## config.mk

```make
export PLATFORM = sky130hd
export DESIGN_NAME = addsub_arbiter
export DESIGN_NICKNAME = d
export VERILOG_FILES = /design/src/rtl/addsub_arbiter_pkg.sv /design/src/rtl/addsub_arbiter_addsubers.sv /design/src/rtl/addsub_arbiter.sv
export SDC_FILE = /design/constraint.sdc
export NUM_CORES = 1
export LEC_CHECK = 0
export CORE_ASPECT_RATIO = 0.9
export CORE_UTILIZATION = 38
export CTS_CLUSTER_DIAMETER = 100
export DETAILED_ROUTE_END_ITERATION = 12
export PLACE_DENSITY = 0.75
export SYNTH_ARGS = -nofsm -noshare
export SYNTH_HDL_FRONTEND = slang
export SYNTH_SLANG_ARGS = --single-unit
```

## constraint.sdc

```tcl
create_clock -name clk -period 6.5 [get_ports clk]
set_input_delay 1.95 -clock clk [delete_from_list [all_inputs] [get_ports clk]]
set_output_delay 1.95 -clock clk [all_outputs]
set_load 0.03 [all_outputs]
```

## src/rtl/addsub_arbiter_pkg.sv

```systemverilog
// Shared definitions for the two-requester add/sub arbiter: result FSM states
// and requester identifiers.
package addsub_arbiter_pkg;

  typedef enum logic {
    ST_EMPTY = 1'b0,
    ST_FULL  = 1'b1
  } rsp_state_e;

  localparam logic ID_REQ0 = 1'b0;
  localparam logic ID_REQ1 = 1'b1;

endpackage

```

## src/rtl/addsub_arbiter_addsubers.sv

```systemverilog
// LENGTH-bit add/sub unit: s = a + b' with b' = b or two's-complement of b,
// c = carry-out of that addition with carry-in 0.
module AddSubers #(
  parameter int unsigned LENGTH = 32
) (
  input  logic [LENGTH-1:0] i_a,
  input  logic [LENGTH-1:0] i_b,
  input  logic              i_sub,
  output logic [LENGTH-1:0] o_s,
  output logic              o_c
);

  logic [LENGTH-1:0] w_b_eff;
  logic [LENGTH:0]   w_sum;

  // Negation is truncated first, so subtracting zero yields b' = 0 and c = 0.
  assign w_b_eff = i_sub ? LENGTH'(~i_b + LENGTH'(1)) : i_b;
  assign w_sum   = {1'b0, i_a} + {1'b0, w_b_eff};
  assign o_s     = w_sum[LENGTH-1:0];
  assign o_c     = w_sum[LENGTH];

endmodule

```

## src/rtl/addsub_arbiter.sv

```systemverilog
// Round-robin arbiter sharing one add/sub datapath between two requesters,
// with a single registered result slot and a delivered-result counter.
module addsub_arbiter
  import addsub_arbiter_pkg::*;
#(
  parameter int unsigned LENGTH = 32,
  parameter int unsigned CNT_W  = 16
) (
  input  logic              clk,
  input  logic              rstn,
  input  logic              req0_valid,
  output logic              req0_ready,
  input  logic [LENGTH-1:0] req0_a,
  input  logic [LENGTH-1:0] req0_b,
  input  logic              req0_sub,
  input  logic              req1_valid,
  output logic              req1_ready,
  input  logic [LENGTH-1:0] req1_a,
  input  logic [LENGTH-1:0] req1_b,
  input  logic              req1_sub,
  output logic              rsp_valid,
  input  logic              rsp_ready,
  output logic              rsp_id,
  output logic [LENGTH-1:0] rsp_s,
  output logic              rsp_c,
  output logic [CNT_W-1:0]  ops_done
);

  rsp_state_e        r_state;
  rsp_state_e        w_state_nxt;
  logic              r_ptr;
  logic              r_id;
  logic [LENGTH-1:0] r_s;
  logic              r_c;
  logic [CNT_W-1:0]  r_ops;

  logic              w_grant;
  logic              w_can_accept;
  logic              w_accept;
  logic              w_deliver;
  logic [LENGTH-1:0] w_a;
  logic [LENGTH-1:0] w_b;
  logic              w_sub;
  logic [LENGTH-1:0] w_s;
  logic              w_c;

  // Round-robin grant: a lone requester wins, contention goes to r_ptr.
  always_comb begin
    w_grant = ID_REQ0;
    if (req0_valid && req1_valid) begin
      w_grant = r_ptr;
    end else if (req1_valid) begin
      w_grant = ID_REQ1;
    end
  end

  assign w_can_accept = rstn && ((r_state == ST_EMPTY) || rsp_ready);
  assign w_accept     = w_can_accept && (req0_valid || req1_valid);
  assign w_deliver    = (r_state == ST_FULL) && rsp_ready;
  assign req0_ready   = w_accept && (w_grant == ID_REQ0);
  assign req1_ready   = w_accept && (w_grant == ID_REQ1);

  assign w_a   = (w_grant == ID_REQ1) ? req1_a   : req0_a;
  assign w_b   = (w_grant == ID_REQ1) ? req1_b   : req0_b;
  assign w_sub = (w_grant == ID_REQ1) ? req1_sub : req0_sub;

  AddSubers #(
    .LENGTH (LENGTH)
  ) u_addsub (
    .i_a   (w_a),
    .i_b   (w_b),
    .i_sub (w_sub),
    .o_s   (w_s),
    .o_c   (w_c)
  );

  // Result-slot FSM next state.
  always_comb begin
    w_state_nxt = r_state;
    case (r_state)
      ST_EMPTY: begin
        if (w_accept) w_state_nxt = ST_FULL;
      end
      ST_FULL: begin
        if (w_accept)       w_state_nxt = ST_FULL;
        else if (rsp_ready) w_state_nxt = ST_EMPTY;
      end
      default: w_state_nxt = ST_EMPTY;
    endcase
  end

  always_ff @(posedge clk) begin
    if (!rstn) begin
      r_state <= ST_EMPTY;
      r_ptr   <= ID_REQ0;
      r_id    <= ID_REQ0;
      r_s     <= '0;
      r_c     <= 1'b0;
      r_ops   <= '0;
    end else begin
      r_state <= w_state_nxt;
      if (w_accept) begin
        r_s   <= w_s;
        r_c   <= w_c;
        r_id  <= w_grant;
        r_ptr <= ~w_grant;
      end
      if (w_deliver) begin
        r_ops <= r_ops + CNT_W'(1);
      end
    end
  end

  assign rsp_valid = (r_state == ST_FULL);
  assign rsp_id    = r_id;
  assign rsp_s     = r_s;
  assign rsp_c     = r_c;
  assign ops_done  = r_ops;

endmodule

```

==> impl_metrics.py, run 1 <==
metrics = {
    "sta": {
        "finalCriticalPeriod_ps": 6047,
        "slew_violations": 0,
        "setup_violations": 0,
        "worstMarginPinSlew_ps": 628.6,
        "fin_crit_sh": 0.9302,
        "fin_setup_tns_ps": 0,
        "hold_violations": 0,
        "fin_worst_skew_ps": 6.389,
        "fmax_ghz": 0.1654,
        "slew_headroom": 0.5810,
        "grt_setup_unrepaired": "false",
    },
    "setup_path": {
        "path_buf_inv": 2,
        "crit_path_max_incr_delay_ps": 710,
        "crit_required_ps": 6740,
        "critPathTopFamily": "simple AND/OR/NAND/NOR gates",
        "cp.arrival_ps": 6280,
        "reg2reg_slack_ps": 2220,
        "start_kind": "input port",
        "reg2regPathDepth": 15,
        "r2r_end": "rsp_s[26]",
        "endpoint_kind": "flip-flop",
        "crit_type": "input port to flip-flop",
        "cp_max_fo": 10,
        "path_cells": "clkdlybuf4s50_1, inv_2, o21ai_0, nand4_1, and4bb_2, nor2b_1, nor2_1, xnor2_1, ha_1, a21o_1, a31oi_1, o21a_1, o311ai_1, a31oi_1, or4_1, nand3_1",
        "reg2reg_from": "r_ptr",
        "slowest_stage": "clkdlybuf4s50_1",
        "crit_cells": 16,
        "cpMostUsedCell": "a31oi_1",
    },
    "global_route": {
        "grtUsageTotal": 0.2344,
        "antenna_found_initial": 0,
        "grt_pass1_wl_mm": 28.17,
        "grt_max_degree": 73,
        "overflow": 0,
        "grt_pass1_vias": 5665,
    },
    "finish": {
        "stdcell_area_mm2": 0.007675,
        "final_core_util": 0.5460,
        "syn_to_final_growth_pct": 39.92,
        "multi_input_area_mm2": 0.004195,
        "fillers": 1410,
        "nNetsFinal": 1104,
        "seq_area_mm2": 0.001041,
        "diodes": 0,
        "drive_gt1_frac": 0.03949,
    },
    "clock_tree": {
        "hold_buffers": 0,
        "insertion_delay_ps": 290,
        "cts_resized": 0,
        "cts_inserted_buffers": 5,
        "root_buffer": "clkbuf_16",
        "cts_tree": "done",
        "clkSinkCount": 52,
        "clk_path_buf_depth": 2,
        "clk_pin_slew_ps": 70,
        "post_cts_buffers": 0,
        "htreeDepth": 2,
    },
    "min_path": {
        "hold_depth": 2,
        "hold_path_startpoint": "rsp_s[27]",
        "hold_end": "rsp_s[27]",
        "hold_class": "flip-flop to flip-flop",
    },
    "power_and_ir_drop": {
        "ir_worst_vdd_mv": 0.1585,
        "p_per_area_mw_per_mm2": 227.9,
        "p_leak_uw": 0.003165,
    },
    "die": {
        "num_rows": 41,
        "start_util": 0.3902,
        "die_h_um": 116.0,
        "ios": 188,
        "die_area_mm2": 0.01492,
        "fp.dieW_um": 128.6,
        "fp.coreArea_mm2": 0.01406,
    },
    "synth": {
        "ys_top_cells_by_area": "dfxtp_1, nand2_1, xnor2_1",
        "synth_seq_cells": 52,
        "yosys-top-cells-count": "nand2_1, a21oi_1, dfxtp_1",
        "synthCells": 778,
        "synth_largest_area_cell": "dfxtp_1",
        "synth_warnings": 0,
        "ys_types": 66,
        "synth_edf_count": 0,
        "synth_most_common_cell": "nand2_1",
        "synth_area_mm2": 0.005485,
        "synth-seq-area-share": 0.1898,
        "ys.flop_type": "dfxtp_1",
        "async_flop_share": 0,
        "synth_nets": 946,
        "synth_top_area_share": 0.1898,
        "syn_area_per_cell_um2": 7.050,
    },
    "drt": {
        "drt-initial-drc-count": 396,
        "dr.pass1.iters": 8,
        "antenna_left": 0,
        "post_drt_via_cell_ratio": 5.463,
        "finalWirelength_mm": 16.93,
        "drc": 0,
        "wl_per_cell_um": 14.99,
        "vias": 6173,
    },
    "place": {
        "place_congestion": 0.9360,
        "io_buffers": 187,
        "post_dp_cell_area_mm2": 0.007507,
        "dp_hpwl_mm": 13.98,
    },
    "run": {
        "drv_cap": 0,
    },
    "outcome": {
        "outcome": "finished clean",
    },
}
[flip-flops by register name, summed over array words and instances (netlist names)]
register	count
ops_done	16
r_ptr	1
rsp_c	1
rsp_id	1
rsp_s	32
rsp_valid	1
[area by class of cell]
class                   instances  share of cell area
multi-input cells             662              0.5466
repair buffers                197              0.2556
inverters                      18            0.008803
clock inverters                 2            0.005054
well taps                     193             0.03146
flip-flops and latches         52              0.1356
clock buffers                   6             0.01679
[layer usage]
layer | track usage | share of wire
met4 | 0.05882 | 0.015
met1 | 0.3447 | 0.50
met2 | 0.3582 | 0.42
met3 | 0.03047 | 0.064
met5 | 0 | 0
[worst min-delay path, delay by kind of cell, from the launching register on]
family,cells,cell delay [ps]
compound gates,1,50
flops,1,310
simple gates,1,60
[where the power goes]
part / internal [uW] / total (uW) / switching [uW]
Combinational: 438 / 1030 / 593
Clock: 183 / 304 / 121
Sequential: 379 / 413 / 34.0
[per-stage QoR]
step | setup slack, ps | hold slack, ps | std cells | total power (uW)
2_1_floorplan | 1032 | 484.2 | 778 | 1076
3_3_place_gp | 371.3 | 455.1 | 1122 | 1432
3_5_place_dp | 265.1 | 463.1 | 1122 | 1439
4_1_cts | 554.9 | 473.2 | 1130 | 1749
5_1_grt | 105.9 | 491.2 | 1130 | 1867
6_report | 453.5 | 467.5 | 1130 | 1749
[worst max-delay path by stage]
stage,end,from
after detailed placement,rsp_s[26],req1_valid
after floorplan,rsp_s[27],req1_valid
after global routing,rsp_s[27],req1_valid
final,rsp_s[26],req1_valid
after global placement,rsp_s[27],req1_valid
after CTS,rsp_s[26],req1_valid
[cells in the final DEF, fill, tap and decap left out, types with 3 or more instances in the layout]
master | Yosys | layout
and2_1 | 19 | 19
a31oi_1 | 14 | 14
or3_1 | 7 | 7
a21boi_0 | 9 | 9
a211o_1 | 4 | 4
or4_1 | 7 | 7
xnor2_1 | 48 | 48
clkbuf_16 | 0 | 5
ha_1 | 32 | 32
nand2_1 | 135 | 135
inv_1 | 17 | 17
and3_1 | 8 | 8
buf_4 | 1 | 10
nor2b_1 | 4 | 4
nor2_1 | 40 | 40
xor2_1 | 13 | 13
nor4_1 | 3 | 3
nand4_1 | 17 | 17
nand3_1 | 47 | 47
nor3_1 | 19 | 19
dfxtp_1 | 52 | 52
mux2_2 | 3 | 3
o21a_1 | 10 | 10
and4_1 | 4 | 4
nand2b_1 | 5 | 5
a21o_1 | 19 | 19
mux2i_1 | 25 | 24
o211ai_1 | 8 | 8
o31ai_1 | 13 | 13
a211oi_1 | 5 | 5
clkdlybuf4s50_1 | 0 | 184
o21ai_0 | 51 | 51
a21oi_1 | 56 | 56
[cells by family (layout without fill, tap and decap cells)]
group,Yosys count,count (layout),synth area share
simple gates,332,332,0.2958
mux,28,28,0.05178
xor+xnor,61,61,0.09740
flops,52,52,0.1898
buf+inv,64,223,0.04699
compound gates,208,208,0.2416
fa+ha+maj,33,33,0.07664
(Power assumes the default switching activity.)
==> inputs of run 2 (changes only) <==
==> constraint.sdc (replaced) <==
create_clock -name clk -period 6.5 [get_ports clk]
set_input_delay 1.3 -clock clk [delete_from_list [all_inputs] [get_ports clk]]
set_output_delay 1.3 -clock clk [all_outputs]
set_load 0.03 [all_outputs]
==> run 2 against run 1 <==
Compared with the run above:
- global-route usage is 0.58 points lower
- first-iteration DRC count rose by 12%
- combinational power about the same
- critical path type unchanged
- critical endpoint is now rsp_s[30]
- largest power group unchanged
- highest routed layer unchanged
==> impl_metrics.py, run 2 (synthesized netlist as in run 1, its figures left out) <==
metrics = {
    "sta": {
        "slew_violations": 0,
        "slew_headroom": 0.4068,
        "fin_crit_sh": 0.8413,
        "finalCriticalPeriod_ps": 5469,
        "fmax_ghz": 0.1829,
        "worstMarginPinSlew_ps": 889.9,
        "fin_setup_tns_ps": 0,
        "fin_worst_skew_ps": 7.002,
        "hold_violations": 0,
        "setup_violations": 0,
        "grt_setup_unrepaired": "false",
    },
    "drt": {
        "vias": 6015,
        "wl_per_cell_um": 14.79,
        "finalWirelength_mm": 16.65,
        "dr.pass1.iters": 5,
        "drt-initial-drc-count": 442,
        "post_drt_via_cell_ratio": 5.342,
        "antenna_left": 0,
        "drc": 0,
    },
    "global_route": {
        "grtUsageTotal": 0.2285,
        "antenna_found_initial": 0,
        "overflow": 0,
        "grt_max_degree": 55,
        "grt_pass1_vias": 5472,
        "grt_pass1_wl_mm": 27.26,
    },
    "setup_path": {
        "slowest_stage": "or4_1",
        "crit_path_max_incr_delay_ps": 520,
        "start_kind": "input port",
        "cp_max_fo": 22,
        "critPathTopFamily": "simple AND/OR/NAND/NOR gates",
        "cp.arrival_ps": 5710,
        "crit_required_ps": 6740,
        "path_buf_inv": 1,
        "crit_type": "input port to flip-flop",
        "endpoint_kind": "flip-flop",
        "path_cells": "clkdlybuf4s50_1, nand2b_1, nand2_4, mux2_2, and4bb_2, nor2b_1, nor2_1, xnor2_1, ha_1, a21o_1, a31oi_1, o21a_1, o311ai_1, a31oi_1, or4_1, nand3_1",
        "cpMostUsedCell": "a31oi_1",
    },
    "die": {
        "start_util": 0.3902,
        "fp.dieW_um": 128.6,
        "die_h_um": 116.0,
        "die_area_mm2": 0.01492,
        "num_rows": 41,
        "fp.coreArea_mm2": 0.01406,
        "ios": 188,
    },
    "finish": {
        "nNetsFinal": 1100,
        "fillers": 1401,
        "drive_gt1_frac": 0.03323,
        "largest_register_ffs": 32,
        "syn_to_final_growth_pct": 38.59,
        "mostFrequentLayoutCells": "clkdlybuf4s50_1, nand2_1, a21oi_1",
        "layout_commonest_cell": "clkdlybuf4s50_1",
        "diodes": 0,
    },
    "clock_tree": {
        "clk_pin_slew_ps": 70,
        "cts_inserted_buffers": 5,
        "hold_buffers": 0,
        "cts_tree": "done",
        "cts_resized": 0,
        "clk_path_buf_depth": 2,
        "post_cts_buffers": 0,
        "insertion_delay_ps": 290,
        "root_buffer": "clkbuf_16",
        "clkSinkCount": 52,
        "htreeDepth": 2,
    },
    "place": {
        "io_buffers": 187,
        "dp_hpwl_mm": 13.82,
        "place_congestion": 0.9140,
    },
    "power_and_ir_drop": {
        "p_per_area_mw_per_mm2": 223.2,
        "p_total_uw": 1697,
        "ir_worst_vdd_mv": 0.1162,
        "p_leak_uw": 0.003118,
    },
    "min_path": {
        "hold_class": "flip-flop to flip-flop",
    },
    "outcome": {
        "outcome": "finished clean",
    },
    "run": {
        "drv_cap": 0,
    },
}
-- run 2: cell count changes in the layout (fill, tap and decap cells not counted) --
cell             before  now
clkinvlp_4            0    1
buf_4                10    6
clkinv_4              0    1
inv_6                 1    0
clkdlybuf4s50_1     184  186
buf_12                2    0
bufinv_16             1    0
-- run 2: worst reg2reg max path, delay by kind of cell (launching register included) --
kind / cells / cell delay (ps)
AOI/OAI and AO/OA: 5 / 930
DFF: 1 / 350
xor gates and xnor gates: 1 / 140
and+or+nand+nor: 7 / 2050
muxes: 1 / 420
adders and majority gates: 1 / 440
-- run 2: final timing paths --
path                            startpoint        end  slack (ps)  cells past startpoint
worst max-delay path            req0_valid  rsp_s[30]        1030                     16
worst max register to register       r_ptr  rsp_s[30]        2100                     15
worst min-delay path              rsp_s[8]   rsp_s[8]         470                      2
worst min register to register    rsp_s[8]   rsp_s[8]         470                      2
-- run 2: layer usage --
metal / share of wire / up-vias / GRT usage
li1: - / 3107 / -
met1: 0.51 / 2665 / 0.3372
met4: 0.016 / 0 / 0.05882
met2: 0.42 / 229 / 0.3517
met5: 0 / - / 0
met3: 0.058 / 14 / 0.02401
-- run 2: report_power, final --
group / internal, uW / switching, uW
clock: 144 / 119
sequential: 379 / 31.6
combinational: 434 / 588
-- run 2: cell type report --
class,instances,area (um^2),area share
repair buffers,193,1912,0.2515
clock buffers,6,128.9,0.01695
inverters,18,67.56,0.008887
multi-input cells,662,4195,0.5518
well taps,193,241.5,0.03176
clock inverters,2,16.27,0.002140
flip-flops and latches,52,1041,0.1369
-- run 2: metrics by stage --
stage	hold slack, ps	area, um^2	utilization	worst slack, ps	instances
global placement	455.1	7457	0.5305	919.8	1118
CTS	470.4	7602	0.5409	1086	1126
detailed placement	460.9	7457	0.5305	794.8	1118
global route	487.0	7602	0.5409	729.8	1126
floorplan	484.2	5485	-	1682	778
finish	467.3	7602	0.5409	1031	1126
